## src/rtl/muldiv_unit.sv

```systemverilog
// HI/LO multiply-divide unit: multi-cycle MULT/MULTU, 32-step restoring DIV/DIVU,
// and single-edge MTHI/MTLO writes. busy is high only while an operation is in flight.
module muldiv_unit #(
    parameter int MULT_CYCLES = 4
) (
    input  logic        clk,
    input  logic        rst,
    input  logic [31:0] a,
    input  logic [31:0] b,
    input  logic [2:0]  op,
    input  logic        start,
    output logic        busy,
    output logic [31:0] hi,
    output logic [31:0] lo
);

    localparam logic [1:0] S_IDLE = 2'd0;
    localparam logic [1:0] S_MUL  = 2'd1;
    localparam logic [1:0] S_DIV  = 2'd2;

    localparam logic [2:0] OP_MULT  = 3'd1;
    localparam logic [2:0] OP_MULTU = 3'd2;
    localparam logic [2:0] OP_DIV   = 3'd3;
    localparam logic [2:0] OP_DIVU  = 3'd4;
    localparam logic [2:0] OP_MTHI  = 3'd5;
    localparam logic [2:0] OP_MTLO  = 3'd6;

    localparam logic [5:0] MUL_LOAD = 6'(MULT_CYCLES);
    localparam logic [5:0] DIV_LOAD = 6'd32;

    logic [1:0]  state_q, state_d;
    logic [5:0]  cnt_q, cnt_d;
    logic [2:0]  op_q, op_d;
    logic [31:0] a_q, a_d;
    logic [31:0] b_q, b_d;
    logic [31:0] rem_q, rem_d;
    logic [31:0] quo_q, quo_d;
    logic [31:0] dvs_q, dvs_d;
    logic [31:0] hi_q, hi_d;
    logic [31:0] lo_q, lo_d;

    function automatic logic [31:0] neg32(input logic [31:0] v);
        return ~v + 32'd1;
    endfunction

    function automatic logic [31:0] abs32(input logic signed [31:0] v);
        return (v < 0) ? neg32(v) : v;
    endfunction

    // Low 64 bits of the extended product are correct for both signed and unsigned.
    logic        mul_sext;
    logic [63:0] mul_a, mul_b, prod;

    assign mul_sext = (op_q == OP_MULT);
    assign mul_a    = {{32{mul_sext & a_q[31]}}, a_q};
    assign mul_b    = {{32{mul_sext & b_q[31]}}, b_q};
    assign prod     = mul_a * mul_b;

    // One restoring step: shift next dividend bit into the partial remainder.
    logic [32:0] rem_sh;
    logic        take;
    logic [31:0] rem_nx, quo_nx;
    logic [31:0] div_hi, div_lo;

    assign rem_sh = {rem_q, quo_q[31]};
    assign take   = (rem_sh >= {1'b0, dvs_q});
    assign rem_nx = take ? (rem_sh[31:0] - dvs_q) : rem_sh[31:0];
    assign quo_nx = {quo_q[30:0], take};

    always_comb begin
        div_hi = rem_nx;
        div_lo = quo_nx;
        if (dvs_q == 32'd0) begin
            div_hi = a_q;
            div_lo = 32'hFFFF_FFFF;
        end else if (op_q == OP_DIV) begin
            div_lo = (a_q[31] ^ b_q[31]) ? neg32(quo_nx) : quo_nx;
            div_hi = a_q[31] ? neg32(rem_nx) : rem_nx;
        end
    end

    always_comb begin
        state_d = state_q;
        cnt_d   = cnt_q;
        op_d    = op_q;
        a_d     = a_q;
        b_d     = b_q;
        rem_d   = rem_q;
        quo_d   = quo_q;
        dvs_d   = dvs_q;
        hi_d    = hi_q;
        lo_d    = lo_q;
        case (state_q)
            S_IDLE: begin
                if (start) begin
                    case (op)
                        OP_MULT, OP_MULTU: begin
                            a_d     = a;
                            b_d     = b;
                            op_d    = op;
                            cnt_d   = MUL_LOAD;
                            state_d = S_MUL;
                        end
                        OP_DIV, OP_DIVU: begin
                            a_d     = a;
                            b_d     = b;
                            op_d    = op;
                            cnt_d   = DIV_LOAD;
                            rem_d   = 32'd0;
                            quo_d   = (op == OP_DIV) ? abs32(a) : a;
                            dvs_d   = (op == OP_DIV) ? abs32(b) : b;
                            state_d = S_DIV;
                        end
                        OP_MTHI: hi_d = a;
                        OP_MTLO: lo_d = a;
                        default: ;
                    endcase
                end
            end
            S_MUL: begin
                if (cnt_q <= 6'd1) begin
                    {hi_d, lo_d} = prod;
                    cnt_d        = 6'd0;
                    state_d      = S_IDLE;
                end else begin
                    cnt_d = cnt_q - 6'd1;
                end
            end
            S_DIV: begin
                rem_d = rem_nx;
                quo_d = quo_nx;
                if (cnt_q <= 6'd1) begin
                    hi_d    = div_hi;
                    lo_d    = div_lo;
                    cnt_d   = 6'd0;
                    state_d = S_IDLE;
                end else begin
                    cnt_d = cnt_q - 6'd1;
                end
            end
            default: state_d = S_IDLE;
        endcase
    end

    always_ff @(posedge clk) begin
        if (rst) begin
            state_q <= S_IDLE;
            cnt_q   <= 6'd0;
            op_q    <= 3'd0;
            a_q     <= 32'd0;
            b_q     <= 32'd0;
            rem_q   <= 32'd0;
            quo_q   <= 32'd0;
            dvs_q   <= 32'd0;
            hi_q    <= 32'd0;
            lo_q    <= 32'd0;
        end else begin
            state_q <= state_d;
            cnt_q   <= cnt_d;
            op_q    <= op_d;
            a_q     <= a_d;
            b_q     <= b_d;
            rem_q   <= rem_d;
            quo_q   <= quo_d;
            dvs_q   <= dvs_d;
            hi_q    <= hi_d;
            lo_q    <= lo_d;
        end
    end

    assign busy = (state_q != S_IDLE);
    assign hi   = hi_q;
    assign lo   = lo_q;

endmodule
```

## config.mk

```make
export PLATFORM = sky130hd
export DESIGN_NAME = muldiv_unit
export DESIGN_NICKNAME = d
export VERILOG_FILES = /design/src/rtl/muldiv_unit.sv
export SDC_FILE = /design/constraint.sdc
export NUM_CORES = 2
export LEC_CHECK = 0
export CAP_MARGIN = 20
export CORE_MARGIN = 1
export CORE_UTILIZATION = 60
export CTS_CLUSTER_SIZE = 12
export DETAILED_ROUTE_END_ITERATION = 8
export PLACE_DENSITY = 0.78
export SLEW_MARGIN = 20
export SYNTH_ARGS = -nofsm -noshare
export SYNTH_HDL_FRONTEND = slang
export SYNTH_SLANG_ARGS = --single-unit
```

## constraint.sdc

```tcl
create_clock -name clk -period 11.6 [get_ports clk]
set_clock_uncertainty 0.1 [all_clocks]
set_input_delay 2.32 -clock clk [delete_from_list [all_inputs] [get_ports clk]]
set_output_delay 2.32 -clock clk [all_outputs]
set_load 0.05 [all_outputs]
```

==> results by group <==
Worst setup path
  • Critical path's top delay family: adder cells
  • Critical path class: reg2reg
  • Worst reg2reg path startpoint: op_q[2]
  • WP buf/inv: 8
  • Capturing point of the worst reg2reg path: hi[31]
  • Arrival time worst endpoint: 10,060 ps
  • Crit path max-delay cell type: fa_1
  • Flop-to-flop setup slack: 1830 ps
  • Startpoint types: register
  • Critical Path Stages: 30
  • Critical Path End Type: register
  • Crit-path most repeated cell: fa_1
  • Critical Path Start: op_q[2]
  • Crit path max fanout: 21
  • Slowest cell delay on critical path: 820 ps
  • R2R cell count: 30
  • CP Capture Point: hi[31]
  • Data required, critical path: approximately 12,000 ps

Clock tree
  • Skew-Pair Late Insertion Delay: 570 ps
  • H-tree depth: 1
  • CTS Hold Buffers Added: 0
  • Clk buf depth: 3
  • Root Driver: clkbuf_16
  • Postcts setup bufs: 0
  • CTS Sinks: roughly 240
  • TritonCTS buffer count: 26
  • Post-CTS Resized: 0
  • CTS tree: done
  • Worst-path clk slew: 70 ps

Routing
  • DR DRC count: 10
  • Antenna-violating nets left: 0
  • Initial DRC Count: 4,406
  • DR vias/cell: 6.01
  • Via Count: around 45,000
  • Routed WL: 157,000 um
  • Met1 wire length: 58,200 um
  • Routed wl met3: 15,400 um
  • DR WL/cell: 21.0 um
  • DRT Pass-1 Iters: 9
  • DR WL met2: 73,600 um
  • DR top layer: met5

Synth
  • Mapped Avg Cell Area: 8.35 um^2
  • Mapped Nets: 7,900
  • Async SR Flop Fraction: 0%
  • Simple-gate area share of the yosys netlist: around 18%
  • Yosys reg bits: 235
  • Synth Area in XOR/XNOR: approximately 3.1%
  • Post-synthesis mux area share: 0.478%
  • Cells after Synth: 6,449
  • Seq/Total Area, Yosys: 8.73%
  • Post-synth EDFFs: 0
  • Compound-Gate Fraction of Synth Area: 10.9%
  • Predominant post-synthesis flop cell: dfxtp_1
  • Largest family of logic cells by synthesized area: adder cells
  • Syn. warnings: 0
  • Post-synthesis cell area: 53,900 um^2
  • Yosys cell types: 105
  • Adder-cell share of the synthesized area: 47.8%

Pwr
  • Peak supply drop: around 140 uV
  • Leakage dissipation: 24.8 nW
  • P per Cell Area: 62.3 nW/um^2

STA
  • Final setup violation count: 0
  • RSZ-0062 raised after global routing: no
  • Final hold vios: 0
  • Max_slew headroom: 23.6%
  • Period utilisation layout: 84.2%
  • Worst slew pin tran: 1140 ps
  • Final Critical Period: 9770 ps
  • Max Freq: 102 MHz
  • Slew Viols, Final: 0
  • Setup TNS: 0 ps

Die
  • Core Region: 88,600 um^2
  • Die ar.: 91,000 um^2
  • Die Height: 302 um
  • Placement Rows: 109
  • I/O pin count: ~140
  • Chip width: ~300 um
  • Starting Density: 60.8%

Layout
  • Fill count: approximately 7,500
  • Share of post-route cells with drive strength above 1: 3.48%
  • Sequential Area: 4710 um^2
  • Most common cell after layout, fill and taps aside: inv_1
  • Synthesis-to-layout area growth: 5.17%
  • Fin nets: just under 8,000
  • Most frequent cells in the layout: inv_1 (1,210), nand2_1 (1,173), fa_1 (1,126)
  • Post-layout util: between 60% and 70%
  • Design Area, Final: approximately 57,000 um^2
  • Area of the multi-input gates: 43,000 um^2

Job
  • Max Cap Violations: 0

Global routing
  • Antenna violations before repair: 1
  • First-pass GRT wire length: 251,000 um
  • Number of global-route vias before repair: 45,800
  • Largest net degree at the start of global routing: 95
  • Remaining global-route overflow: 0
  • GRT Total Usage: 35.4%

Run status
  • Status: finished with violations
  • Failing checks: DRC

Placement
  • IO Port Bufs: 134
  • Final HPWL from detailed placement: 126,000 um
  • Placement-stage cell area: around 56,000 um^2
  • Gpl congestion: between 0.9 and 1

Hold path
  • Hold Crit Class: reg2reg
worst min-delay path by stage:
| stage | end | start | cells after the start |
|---|---|---|---|
| floorplan | quo_q[8] | quo_q[8] | 2 |
| global placement | quo_q[8] | quo_q[8] | 2 |
| detailed placement | quo_q[8] | quo_q[8] | 2 |
| CTS | quo_q[8] | quo_q[8] | 2 |
| global route | b_q[23] | b_q[23] | 2 |
| finish | b_q[29] | b_q[29] | 2 |
logic make-up (layout without fill, tap and decap cells):
family	count (synthesis)	in the layout
and+or+nand+nor	2099	2099
buffers and inverters	1631	1480
muxes	25	25
AOI/OAI and AO/OA	890	890
DFF	235	235
xor gates and xnor gates	188	188
other	0	1
adders and majority gates	1381	1381
state kept, by name, indices dropped and copies added (netlist names):
| signal | cells |
|---|---|
| quo_q | 32 |
| dvs_q | 32 |
| b_q | 32 |
| cnt_q | 6 |
| op_q | 3 |
| state_q | 2 |
| hi | 32 |
| a_q | 32 |
| rem_q | 32 |
| lo | 32 |
report_power, final:
| group | leakage, nW | total, W | internal (W) | switching (W) |
|---|---|---|---|---|
| clock | 0.424 | 0.000894 | 0.000525 | 0.000369 |
| combinational | 22.5 | 0.00170 | 0.000545 | 0.00115 |
| sequential | 1.91 | 0.000938 | 0.000852 | 0.0000859 |
| total | 24.8 | 0.00353 | 0.00192 | 0.00161 |
per-stage QoR:
stage	setup WS (ps)	cells	power [W]	hold slack [ps]
2_1_floorplan	3290	6449	0.00204	332
3_3_place_gp	2300	7419	0.00257	340
3_5_place_dp	2020	7419	0.00260	348
4_1_cts	2000	7463	0.00348	356
5_1_grt	1360	7463	0.00369	380
6_report	1830	7464	0.00353	354
cells in the mapped netlist (54+ instances only):
master	number	area (um^2)
a21o_1	56	420
xor2_1	90	788
a21oi_1	295	1480
nor3_1	54	270
ha_1	255	3190
clkbuf_1	390	1460
nor2_1	289	1080
nand2_1	1173	4400
fa_1	1126	22500
xnor2_1	98	858
o21ai_0	170	851
and2_1	312	1950
inv_1	1210	4540
dfxtp_1	235	4700
a211oi_1	55	413
worst reg2reg max path, delay by kind of cell (launching register included):
family	cells	cell delay [ps]
compound gates	6	1430
fa+ha+maj	9	4670
buf+inv	8	1400
flops	1	330
simple gates	7	1660
per-layer routing:
layer  vias to the layer above  track usage [%]
li1                      19500                -
met1                     22500             45.5
met2                      2404             57.4
met3                       533             6.09
met4                         2             18.4
met5                         -            0.582
area by class of cell:
type / count / area share (%)
clock buffers: 36 / 1.29
flip-flops and latches: 235 / 8.32
repair buffers: 225 / 3.57
clock inverters: 8 / 0.252
well taps: 1165 / 2.57
inverters: 1211 / 8.03
diodes: 1 / 0.00442
multi-input cells: 4583 / 76.0
Power figures use the tool's default switching activity.
